$ cat src/rtl/anton_neopixel_sequencer_pkg.sv
// Shared definitions for the NeoPixel output path: state encoding, buffer and
// latch-period defaults, and a constant log2 helper for port widths.
package anton_neopixel_sequencer_pkg;

    typedef enum logic {
        ENUM_STATE_RESET    = 1'b0,
        ENUM_STATE_TRANSMIT = 1'b1
    } seqStateT;

    localparam int unsigned BUFFER_END_DEFAULT  = 47;
    localparam int unsigned RESET_DELAY_DEFAULT = 400;

    // Bits needed to count 0..value-1; never returns less than 1.
    function automatic int unsigned CLOG2(input int unsigned value);
        int unsigned result;
        int unsigned remaining;
        result    = 0;
        remaining = (value > 0) ? value - 1 : 0;
        while (remaining > 0) begin
            result    = result + 1;
            remaining = remaining >> 1;
        end
        return (result == 0) ? 1 : result;
    endfunction

endpackage

$ cat src/rtl/anton_neopixel_sequencer.sv
// Pattern-slot sequencer for the NeoPixel stream encoder: walks the pixel buffer
// one slot per clock and holds the line low for the latch period between frames.
module anton_neopixel_sequencer
    import anton_neopixel_sequencer_pkg::*;
#(
    parameter int unsigned BUFFER_END  = BUFFER_END_DEFAULT,
    parameter int unsigned RESET_DELAY = RESET_DELAY_DEFAULT,
    localparam int unsigned BUFFER_BITS = CLOG2(BUFFER_END + 1),
    localparam int unsigned DELAY_BITS  = CLOG2(RESET_DELAY + 1)
) (
    input  logic                   clk6mhz,
    input  logic                   syncReset,
    input  logic                   regCtrlRun,
    input  logic                   regCtrlLoop,
    input  logic                   regCtrl32bit,
    input  logic [BUFFER_BITS-1:0] regMax,
    output logic                   state,
    output logic [BUFFER_BITS-1:0] pixelIndex,
    output logic [4:0]             pixelBitIndex,
    output logic [2:0]             bitPatternIndex,
    output logic                   streamSyncOf
);

    localparam int unsigned PIXEL_HI_BITS = BUFFER_BITS - 2;

    seqStateT stateReg;
    seqStateT stateNext;

    logic [DELAY_BITS-1:0]  delayCount;
    logic [BUFFER_BITS-1:0] maxLatched;
    logic                   mode32Latched;
    logic                   loopLatched;
    logic                   holdOff;

    logic delaySat;
    logic lastPixel;
    logic frameEnd;
    logic startFrame;
    logic stopFrame;

    assign state     = 1'(stateReg);
    assign delaySat  = (delayCount == DELAY_BITS'(RESET_DELAY - 1));
    assign lastPixel = mode32Latched
                     ? (pixelIndex[BUFFER_BITS-1:2] >= maxLatched[BUFFER_BITS-1:2])
                     : (pixelIndex >= maxLatched);
    assign frameEnd  = (bitPatternIndex == 3'd7) && (pixelBitIndex == 5'd23) && lastPixel;

    always_ff @(posedge clk6mhz) begin
        if (syncReset) begin
            stateReg <= ENUM_STATE_RESET;
        end else begin
            stateReg <= stateNext;
        end
    end

    always_comb begin
        stateNext  = stateReg;
        startFrame = 1'b0;
        stopFrame  = 1'b0;
        case (stateReg)
            ENUM_STATE_RESET: begin
                if (delaySat && regCtrlRun && !holdOff) begin
                    stateNext  = ENUM_STATE_TRANSMIT;
                    startFrame = 1'b1;
                end
            end
            ENUM_STATE_TRANSMIT: begin
                if (!regCtrlRun || frameEnd) begin
                    stateNext = ENUM_STATE_RESET;
                    stopFrame = 1'b1;
                end
            end
            default: stateNext = ENUM_STATE_RESET;
        endcase
    end

    // Index chain, latch-period counter and per-frame configuration.
    always_ff @(posedge clk6mhz) begin
        if (syncReset) begin
            pixelIndex      <= '0;
            pixelBitIndex   <= '0;
            bitPatternIndex <= '0;
            delayCount      <= '0;
            streamSyncOf    <= 1'b0;
            maxLatched      <= '0;
            mode32Latched   <= 1'b0;
            loopLatched     <= 1'b0;
            holdOff         <= 1'b0;
        end else begin
            streamSyncOf <= 1'b0;
            if (startFrame) begin
                maxLatched      <= (regMax > BUFFER_BITS'(BUFFER_END))
                                 ? BUFFER_BITS'(BUFFER_END) : regMax;
                mode32Latched   <= regCtrl32bit;
                loopLatched     <= regCtrlLoop;
                pixelIndex      <= '0;
                pixelBitIndex   <= '0;
                bitPatternIndex <= '0;
                delayCount      <= '0;
            end else if (stopFrame) begin
                pixelIndex      <= '0;
                pixelBitIndex   <= '0;
                bitPatternIndex <= '0;
                delayCount      <= '0;
                // A completed one-shot frame waits for software to cycle run.
                if (frameEnd && !loopLatched) begin
                    holdOff <= 1'b1;
                end
            end else if (stateReg == ENUM_STATE_RESET) begin
                if (!delaySat) begin
                    delayCount <= delayCount + DELAY_BITS'(1);
                end
                if (!regCtrlRun) begin
                    holdOff <= 1'b0;
                end
            end else begin
                // Raise the sync pulse so it coincides with the final slot.
                streamSyncOf <= (bitPatternIndex == 3'd6) && (pixelBitIndex == 5'd23) && lastPixel;
                if (bitPatternIndex == 3'd7) begin
                    bitPatternIndex <= '0;
                    if (pixelBitIndex == 5'd23) begin
                        pixelBitIndex <= '0;
                        if (mode32Latched) begin
                            pixelIndex <= {pixelIndex[BUFFER_BITS-1:2] + PIXEL_HI_BITS'(1), 2'b00};
                        end else begin
                            pixelIndex <= pixelIndex + BUFFER_BITS'(1);
                        end
                    end else begin
                        pixelBitIndex <= pixelBitIndex + 5'd1;
                    end
                end else begin
                    bitPatternIndex <= bitPatternIndex + 3'd1;
                end
            end
        end
    end

endmodule

$ cat config.mk
export PLATFORM = sky130hd
export DESIGN_NAME = anton_neopixel_sequencer
export DESIGN_NICKNAME = d
export VERILOG_FILES = /design/src/rtl/anton_neopixel_sequencer_pkg.sv /design/src/rtl/anton_neopixel_sequencer.sv
export SDC_FILE = /design/constraint.sdc
export NUM_CORES = 1
export LEC_CHECK = 0
export BUFFER_PORTS_ARGS = -buffer_cell sky130_fd_sc_hd__buf_2
export CAP_MARGIN = 20
export CORE_UTILIZATION = 45
export CTS_BUF_LIST = sky130_fd_sc_hd__clkbuf_8
export CTS_CLUSTER_SIZE = 20
export DETAILED_ROUTE_END_ITERATION = 10
export GPL_TIMING_DRIVEN = 0
export HOLD_SLACK_MARGIN = 0.05
export PLACE_DENSITY = 0.65
export SYNTH_ARGS = -nofsm -noshare
export SYNTH_HDL_FRONTEND = slang
export SYNTH_SLANG_ARGS = --single-unit
$ cat constraint.sdc
create_clock -name clk6mhz -period 3.56 [get_ports clk6mhz]
set_input_delay 0.534 -clock clk6mhz [delete_from_list [all_inputs] [get_ports clk6mhz]]
set_output_delay 0.534 -clock clk6mhz [all_outputs]
set_load 0.05 [all_outputs]
==> qor.txt, run 1 <==
Total Routing Usage GR -> 0.190
Syn Area/Cell -> 9.00 um^2
Placement Setup Slack -> 1340 ps
Placer Congestion -> 0.797
RSZ-0062 raised after global routing -> false
worst hold path type -> flip-flop to flip-flop
CP startpoint -> pixelIndex[2]
CP Launch Type -> flip-flop
WP data arrival -> 2450 ps
min Tclk post-route -> 2230 ps
Post-Synthesis Cells -> 208
crit-path max FO -> 10
area delta synth->final -> 17.9%
crit share post-route -> 0.627
synth warn -> 0
Slowest cell on crit path -> dfxtp_1
final cell count without fillers -> 292
Die ar. -> 0.00442 mm^2
max-cap violations -> 0
Placed Cells incl. Taps -> 284
sequential area share after synthesis -> 0.364
root buffer cell -> clkbuf_8
Post-Syn Nets -> 233
Clock transition at path regs -> 80 ps
drt first pass iters -> 4
clock buffer depth -> 2
Die Wd -> 66.5 um
Port Buffer Count -> 26
fin. max-slew vios -> 0
#FFs+latches synth -> 34
cts hold-fix bufs -> 0
crit path cell chain -> inv_1 > ha_1 > a21o_1 > a31oi_1 > o221ai_2 > a21o_4 > buf_6 > nor3_2
DP HPWL -> 2.65 mm
Hold WS -> 473 ps
top_reg_cell synth -> dfxtp_1
power density cells -> 391 mW/mm^2
H-tree depth -> 2
Core Box Area -> 0.00400 mm^2
DRC Markers -> 0
Rel. slew slack -> 0.621
first-pass GRT wire length -> 6.27 mm
grt ovf -> 0
# Post-CTS Setup Buffers -> 0
Total Wirelength -> 3.59 mm
CP endpoint kind -> flip-flop
DR vias -> 1,516
cts bufs inserted -> 5
CTS tree -> done
Fillers -> 385
skew final -> 6.99 ps
# rows -> 23
Worst Path Required -> 3780 ps
peak supply drop -> 0.000192 V
drt via density -> 5.19
final setup margin -> 1330 ps
status -> finished, final reports clean
mapped cell area -> 0.00187 mm^2
vias in the first global route -> 1,426
CTS sink cnt -> 34
Clk Latency, worst-skew pair -> 290 ps
share of cells above drive strength 1 -> 0.223
Slew @ Worst Pin -> 566 ps
ys async rst share -> 0
Final ANT Viol Nets -> 0
Fmax -> 0.448 GHz
final setup vio count -> 0
post-synthesis cell type count -> 44
Die Ht -> 66.5 um
Final Hold Viols -> 0
r2r startpoint -> pixelIndex[2]
delay of the slowest critical-path stage -> 470 ps
number of diodes -> 0
LEAKAGE -> 0.872 nW
EDFF count, synth -> 0
Starting Density -> 0.468
initial antenna violation count -> 0
hold_sp -> maxLatched[4]
DRT iter0 DRCs -> 91
DR WL/cell -> 12.3 um
CTS resizes -> 0
critical path type -> flip-flop to flip-flop
largest net degree at the start of global routing -> 12
Overall Power -> 0.863 mW
Ports -> 27
NumNets Final -> 266
setup TNS -> 0 ps
-- report_power, final --
part           switching [mW]  internal (mW)  total [mW]
registers             0.00317          0.383       0.386
clock network           0.149          0.299       0.448
logic                  0.0158         0.0129      0.0287
total                   0.168          0.695       0.863
-- routing by layer --
metal / GRT usage / vias to the layer above / wire, um
met2: 0.287 / 29 / 1500
met4: 0.0798 / 0 / 63
met5: 0 / - / 0
met3: 0.0565 / 6 / 131
li1: - / 805 / -
met1: 0.250 / 676 / 1890
-- cell usage after synthesis (3+ instances only) --
cell type | number | area (um^2)
nand3_1 | 8 | 40.0
or3_1 | 3 | 18.8
nor2_1 | 25 | 93.8
nand2b_1 | 3 | 18.8
nor3_1 | 7 | 35.0
a31oi_1 | 3 | 18.8
o21ai_0 | 5 | 25.0
a21oi_1 | 20 | 100
a211oi_2 | 4 | 50.1
nand4b_1 | 5 | 43.8
inv_1 | 11 | 41.3
xnor2_1 | 6 | 52.6
buf_6 | 3 | 33.8
ha_1 | 14 | 175
dfxtp_1 | 34 | 681
nand2_1 | 16 | 60.1
or4_1 | 3 | 22.5
a21o_1 | 3 | 22.5
mux2i_1 | 5 | 50.1
-- worst max-delay path: cells and delay by family (launching register included) --
kind / cells / cell delay [ps]
flops: 1 / 470
buf+inv: 2 / 260
simple gates: 1 / 180
fa+ha+maj: 1 / 340
compound gates: 4 / 920
-- path summary, 6_finish.rpt --
kind                    to  slack [ps]  depth (start not counted)
max          delayCount[2]        1330                          8
min          maxLatched[4]         470                          2
max reg2reg  delayCount[2]        1330                          8
min reg2reg  maxLatched[4]         470                          2
-- area by class of cell --
cell class	instances	area, um^2	area share
clock inverters	2	60.1	0.0272
plain buffers	7	55.1	0.0249
flip-flops and latches	34	681	0.308
well taps	50	62.6	0.0283
clock buffers	6	82.6	0.0374
inverters	11	41.3	0.0187
multi-input cells	156	1090	0.496
repair buffers	26	130	0.0590
-- per-stage QoR --
| step | utilization | cell area (um^2) |
|---|---|---|
| 2_1_floorplan | - | 1870 |
| 3_3_place_gp | 0.516 | 2060 |
| 3_5_place_dp | 0.516 | 2060 |
| 4_1_cts | 0.552 | 2210 |
| 5_1_grt | 0.552 | 2210 |
| 6_report | 0.552 | 2210 |
-- flip-flops by register name (all words and copies together) (netlist names) --
signal           flops
state                1
mode32Latched        1
bitPatternIndex      3
streamSyncOf         1
holdOff              1
pixelBitIndex        5
delayCount           9
maxLatched           6
pixelIndex           6
loopLatched          1
-- placed cells by master (no fill, tap or decap), drive strengths merged, types with 5 or more instances in the layout --
cell,count
mux2i,5
nand4b,5
o21ai,5
nand2,17
clkbuf,7
xnor2,6
dfxtp,34
a21oi,21
ha,14
buf,32
inv,11
nor3,8
nor2,25
nand3,8
-- cells by family (layout without fill, tap and decap cells) --
logic type / after synthesis / after routing / synth area share
xor+xnor: 7 / 7 / 0.0328
buf+inv: 18 / 52 / 0.0515
simple gates: 87 / 87 / 0.269
flops: 34 / 34 / 0.364
fa+ha+maj: 14 / 14 / 0.0936
compound gates: 43 / 43 / 0.163
mux: 5 / 5 / 0.0267
(Power assumes the default switching activity.)
==> run 2, diff against run 1 <==
--- a/config.mk
+++ b/config.mk
@@ -13,7 +13,7 @@
 export DETAILED_ROUTE_END_ITERATION = 10
 export GPL_TIMING_DRIVEN = 0
 export HOLD_SLACK_MARGIN = 0.05
-export PLACE_DENSITY = 0.65
+export PLACE_DENSITY = 0.68
 export SYNTH_ARGS = -nofsm -noshare
 export SYNTH_HDL_FRONTEND = slang
 export SYNTH_SLANG_ARGS = --single-unit
==> constraint.sdc (replaced) <==
create_clock -name clk6mhz -period 1.9 [get_ports clk6mhz]
set_input_delay 0.285 -clock clk6mhz [delete_from_list [all_inputs] [get_ports clk6mhz]]
set_output_delay 0.285 -clock clk6mhz [all_outputs]
set_load 0.05 [all_outputs]
==> run 2 against run 1 <==
- the flow now finishes with violations (setup timing)
- design area grew 9.2%
- total power grew 87%
- utilization grew 5.1 points
- combinational power grew 89%
- sequential power grew 86%
- largest power group unchanged
==> qor.txt, run 2 (synthesis gave the netlist of run 1 again) <==
Port Buffer Count -> 26 (unchanged)
worst hold path type -> primary input to flip-flop (was flip-flop to flip-flop)
Placed Cells incl. Taps -> 284 (unchanged)
Die ar. -> 0.00442 mm^2 (unchanged)
vias in the first global route -> 1,442 (was 1,426)
reg-to-reg endpoint -> pixelIndex[0] (was delayCount[2])
LEAKAGE -> 0.944 nW (was 0.872 nW)
CTS tree -> done (unchanged)
CP endpoint kind -> flip-flop (unchanged)
Rel. slew slack -> 0.647 (was 0.621)
Die Ht -> 66.5 um (unchanged)
final cell count without fillers -> 302 (was 292)
cts bufs inserted -> 5 (unchanged)
DR WL/cell -> 12.6 um (was 12.3 um)
hold path depth -> 3 (was 2)
crit share post-route -> 1.00 (was 0.627)
power density cells -> 668 mW/mm^2 (was 391 mW/mm^2)
crit path cell chain -> inv_4 > ha_4 > a21o_1 > a31oi_4 > o211ai_1 > or4_4 > a21oi_2 (was inv_1 > ha_1 > a21o_1 > a31oi_1 > o221ai_2 > a21o_4 > buf_6 > nor3_2)
# rows -> 23 (unchanged)
fin. max-slew vios -> 0 (unchanged)
DP HPWL -> 2.65 mm (about the same)
initial antenna violation count -> 0 (unchanged)
DRT iter0 DRCs -> 62 (was 91)
commonest non-fill, non-tap cell in the layout -> buf_2 (was dfxtp_1)
share of cells above drive strength 1 -> 0.361 (was 0.223)
max reg flops -> 9 (unchanged)
DP Area -> 0.00211 mm^2 (was 0.00206 mm^2)
Hold Path Sink -> loopLatched (was maxLatched[4])
skew final -> 3.95 ps (was 6.99 ps)
Placement Setup Slack -> -84.6 ps (was 1340 ps)
failing checks -> setup timing
first-pass GRT wire length -> 6.47 mm (was 6.27 mm)
final setup margin -> -0.339 ps (was 1330 ps)
Final ANT Viol Nets -> 0 (unchanged)
WP data arrival -> 2130 ps (was 2450 ps)
crit-path max FO -> 6 (was 10)
biggest regs -> delayCount: 9 flops, maxLatched: 6 flops, pixelIndex: 6 flops (unchanged)
CP startpoint -> pixelIndex[2] (unchanged)
Reg with most FFs -> delayCount (unchanged)
largest net degree at the start of global routing -> 12 (unchanged)
Slew @ Worst Pin -> 529 ps (was 566 ps)
final setup vio count -> 1 (was 0)
Ports -> 27 (unchanged)
Clock transition at path regs -> 70 ps (was 80 ps)
Overall Power -> 1.61 mW (was 0.863 mW)
area delta synth->final -> 28.8% (was 17.9%)
Placer Congestion -> 0.861 (was 0.797)
delay of the slowest critical-path stage -> 520 ps (was 470 ps)
H-tree depth -> 2 (unchanged)
Starting Density -> 0.468 (unchanged)
Die Wd -> 66.5 um (unchanged)
R2R cell count -> 7 (was 8)
clock buffer depth -> 2 (unchanged)
DRC Markers -> 0 (unchanged)
hold_sp -> regCtrlLoop (was maxLatched[4])
CP Launch Type -> flip-flop (unchanged)
Clk Latency, worst-skew pair -> 290 ps (about the same)
root buffer cell -> clkbuf_8 (unchanged)
grt ovf -> 0 (unchanged)
RSZ-0062 raised after global routing -> true (was false)
Final Hold Viols -> 0 (unchanged)
register-to-register setup slack -> -0.3 ps (was 1330 ps)
r2r startpoint -> pixelIndex[2] (unchanged)
Hold WS -> 221 ps (was 473 ps)
most frequent cells in the layout -> buf_2 (28), nor2_1 (25), dfxtp_1 (22) (was dfxtp_1 (34), buf_2 (28), nor2_1 (25))
Worst Path Required -> 2130 ps (was 3780 ps)
drt first pass iters -> 4 (unchanged)
DR vias -> 1,585 (was 1,516)
number of diodes -> 0 (unchanged)
critical path type -> flip-flop to flip-flop (unchanged)
Total Wirelength -> 3.81 mm (was 3.59 mm)
Final Cell Area -> 0.00241 mm^2 (was 0.00221 mm^2)
Core Box Area -> 0.00400 mm^2 (unchanged)
NumNets Final -> 276 (was 266)
Total Routing Usage GR -> 0.197 (was 0.190)
status -> complete, but fails checks (was finished, final reports clean)
min Tclk post-route -> 1900 ps (was 2230 ps)
CTS sink cnt -> 34 (unchanged)
Slowest cell on crit path -> or4_4 (was dfxtp_1)
drt via density -> 5.25 (was 5.19)
max-cap violations -> 0 (unchanged)
Fmax -> 0.526 GHz (was 0.448 GHz)
peak supply drop -> 0.000434 V (was 0.000192 V)
## run 2: cell types whose count changed in the layout (fill, tap and decap cells not counted), moves of 2 or more
cell / change
a21oi_1: -2
dfxtp_4: +4
a21oi_2: +2
ha_4: +3
dfxtp_1: -12
ha_2: +2
ha_1: -5
inv_1: -2
dfxtp_2: +8
a31oi_1: -2
buf_4: +10
## run 2: metal layers
layer	share of wire	vias to the layer above	global-route usage
li1	-	827	-
met1	0.52	723	0.253
met2	0.43	25	0.305
met3	0.027	10	0.0411
met4	0.025	0	0.109
met5	0	-	0
## run 2: layout make-up
class | instances | area, um^2
Buffer | 7 | 55.1
Clock buffer | 6 | 82.6
Clock inverter | 2 | 60.1
Fill cell | 364 | 1590
Inverter | 11 | 43.8
Multi-Input combinational cell | 156 | 1200
Sequential cell | 34 | 706
Tap cell | 50 | 62.6
Timing Repair Buffer | 36 | 205
## run 2: critical path: cells and delay by family, from the launching register on
family	cells	cell delay, ps
compound gates	4	660
simple gates	1	520
flops	1	390
fa+ha+maj	1	220
buf+inv	1	50
## run 2: power breakdown
part           total [mW]  switching [mW]  leakage, nW  internal [mW]
combinational      0.0543          0.0297        0.591         0.0246
sequential          0.718         0.00597        0.281          0.712
clock               0.838           0.278       0.0714          0.560
total                1.61           0.314        0.944           1.30
## run 2: worst max path at each step
stage	endpoint	cells past startpoint
finish	pixelIndex[0]	7
global route	pixelIndex[0]	7
CTS	pixelIndex[1]	7
floorplan	pixelIndex[1]	7
global placement	pixelIndex[1]	7
detailed placement	pixelIndex[1]	7
## run 2: repair_timing
action	in CTS	in global routing
endpoints found under the setup margin	24	18
gates resized for setup	4	12
cloned	0	0
buffers inserted	5	5
pin swaps	2	9
hold buffers	0	0
## run 2: metrics by stage
| stage | utilization | setup TNS, ps |
|---|---|---|
| after global placement | 0.526 | -337 |
| after global routing | 0.603 | -93.3 |
| after detailed placement | 0.526 | -480 |
| after floorplan | - | -4.99 |
| after CTS | 0.580 | 0 |
| final | 0.603 | -0.339 |
==> run 3, diff against run 2 <==
--- a/config.mk
+++ b/config.mk
@@ -11,7 +11,7 @@
 export CTS_BUF_LIST = sky130_fd_sc_hd__clkbuf_8
 export CTS_CLUSTER_SIZE = 20
 export DETAILED_ROUTE_END_ITERATION = 10
-export GPL_TIMING_DRIVEN = 0
+export GPL_TIMING_DRIVEN = 1
 export HOLD_SLACK_MARGIN = 0.05
 export PLACE_DENSITY = 0.68
 export SYNTH_ARGS = -nofsm -noshare
==> run 3 against run 2 <==
- the flow now finishes without violations
- global-route usage shrank 0.29 points
- sequential share of layout area grew 2.2 points
- sequential cell count is the same
- clock power shrank 37%
- first-iteration DRC count shrank 16%
- critical path type unchanged
- via count grew 1.1%
==> qor.txt, run 3 (synthesis gave the netlist of run 1 again) <==
status -> finished, final reports clean (was complete, but fails checks)
DRC Markers -> 0 (unchanged)
final setup margin -> 46.6 ps (was -0.339 ps)
H-tree depth -> 2 (unchanged)
DR WL/cell -> 13.0 um (was 12.6 um)
crit share post-route -> 0.975 (was 1.00)
Worst Path Required -> 2120 ps (was 2130 ps)
critical path type -> flip-flop to flip-flop (unchanged)
area delta synth->final -> 19.6% (was 28.8%)
DRT iter0 DRCs -> 52 (was 62)
Clock transition at path regs -> 80 ps (was 70 ps)
CP endpoint kind -> flip-flop (unchanged)
Die Wd -> 66.5 um (unchanged)
biggest regs -> delayCount: 9 flops, maxLatched: 6 flops, pixelIndex: 6 flops (unchanged)
power density cells -> 580 mW/mm^2 (was 668 mW/mm^2)
Placement Setup Slack -> 21.4 ps (was -84.6 ps)
share of cells above drive strength 1 -> 0.304 (was 0.361)
LEAKAGE -> 0.875 nW (was 0.944 nW)
skew final -> 8.71 ps (was 3.95 ps)
CP Launch Type -> flip-flop (unchanged)
Clk Latency, worst-skew pair -> 290 ps (about the same)
vias in the first global route -> 1,438 (was 1,442)
fin. max-slew vios -> 0 (unchanged)
commonest non-fill, non-tap cell in the layout -> buf_2 (unchanged)
root buffer cell -> clkbuf_8 (unchanged)
Die Ht -> 66.5 um (unchanged)
DR vias -> 1,603 (was 1,585)
final cell count without fillers -> 297 (was 302)
Placer Congestion -> 0.797 (was 0.861)
Final ANT Viol Nets -> 0 (unchanged)
fin util -> 0.560 (was 0.603)
initial antenna violation count -> 0 (unchanged)
most frequent cells in the layout -> buf_2 (26), nor2_1 (25), dfxtp_1 (23) (was buf_2 (28), nor2_1 (25), dfxtp_1 (22))
final setup vio count -> 0 (was 1)
RSZ-0062 raised after global routing -> true (unchanged)
NumNets Final -> 271 (was 276)
WP data arrival -> 2070 ps (was 2130 ps)
Port Buffer Count -> 26 (unchanged)
Rel. slew slack -> 0.689 (was 0.647)
# rows -> 23 (unchanged)
drt via density -> 5.40 (was 5.25)
Total Wirelength -> 3.86 mm (was 3.81 mm)
CTS tree -> done (unchanged)
max-cap violations -> 0 (unchanged)
number of diodes -> 0 (unchanged)
grt ovf -> 0 (unchanged)
worst hold path type -> primary input to flip-flop (unchanged)
Core Box Area -> 0.00400 mm^2 (unchanged)
crit-path max FO -> 8 (was 6)
first-pass GRT wire length -> 6.49 mm (was 6.47 mm)
Fmax -> 0.540 GHz (was 0.526 GHz)
Placed Cells incl. Taps -> 287 (was 284)
Starting Density -> 0.468 (unchanged)
Die ar. -> 0.00442 mm^2 (unchanged)
max reg flops -> 9 (unchanged)
min Tclk post-route -> 1850 ps (was 1900 ps)
largest net degree at the start of global routing -> 15 (was 12)
clock buffer depth -> 2 (unchanged)
peak supply drop -> 0.000386 V (was 0.000434 V)
drt first pass iters -> 4 (unchanged)
CTS sink cnt -> 34 (unchanged)
Slew @ Worst Pin -> 461 ps (was 529 ps)
Final Hold Viols -> 0 (unchanged)
Reg with most FFs -> delayCount (unchanged)
cts bufs inserted -> 5 (unchanged)
DP HPWL -> 2.78 mm (was 2.65 mm)
Ports -> 27 (unchanged)
Total Routing Usage GR -> 0.194 (was 0.197)
## run 3: cell count changes in the layout (fill, tap and decap cells not counted), moves of 2 or more
cell,previous run,this run
ha_1,9,12
bufinv_16,2,0
buf_2,28,26
a21oi_1,18,20
buf_6,3,1
a21oi_2,3,1
ha_4,3,1
## run 3: stage by stage
step	hold slack (ps)	total power [mW]	area, um^2	setup TNS [ps]
final	244	1.30	2240	0
after global routing	274	1.35	2240	-37.4
after CTS	238	1.31	2210	0
after detailed placement	458	0.787	2130	0
after global placement	459	0.787	2130	0
after floorplan	432	0.766	1910	-4.99
## run 3: layer usage
metal  global-route usage  share of wire
met1                0.257           0.50
met2                0.302           0.45
met3               0.0428          0.040
met4               0.0824         0.0093
met5                    0              0
## run 3: critical path, cell delays in order (launching register included)
cell and delay [ps]:
dfxtp_4 400, inv_4 50, ha_4 240, a21o_1 190, a31oi_2 180, o221ai_2 170, or4_1 420, a21oi_1 150
## run 3: final timing paths
kind	start	to	slack, ps	cells after the start
setup / recovery	pixelIndex[2]	pixelIndex[1]	50	7
hold / removal	regCtrl32bit	mode32Latched	240	3
setup reg to reg	pixelIndex[2]	pixelIndex[1]	50	7
hold reg to reg	maxLatched[4]	maxLatched[4]	470	2
## run 3: area by class of cell
type	count	area (um^2)
multi-input combinational	156	1120
clock inverter	3	16.3
clock buffer	5	68.8
inverter	11	43.8
sequential	34	704
tap	50	62.6
fill	378	1760
timing repair buffer	38	224
## run 3: report_power, final
| part | switching [mW] | internal [mW] | leakage [nW] |
|---|---|---|---|
| Combinational | 0.0307 | 0.0241 | 0.553 |
| Sequential | 0.00565 | 0.712 | 0.281 |
| Clock | 0.276 | 0.251 | 0.0416 |
## run 3: repair_timing
action	in CTS	in global routing
gates resized for setup	0	3
endpoints found under the setup margin	0	8
hold buffers	0	0
buffers inserted	0	2
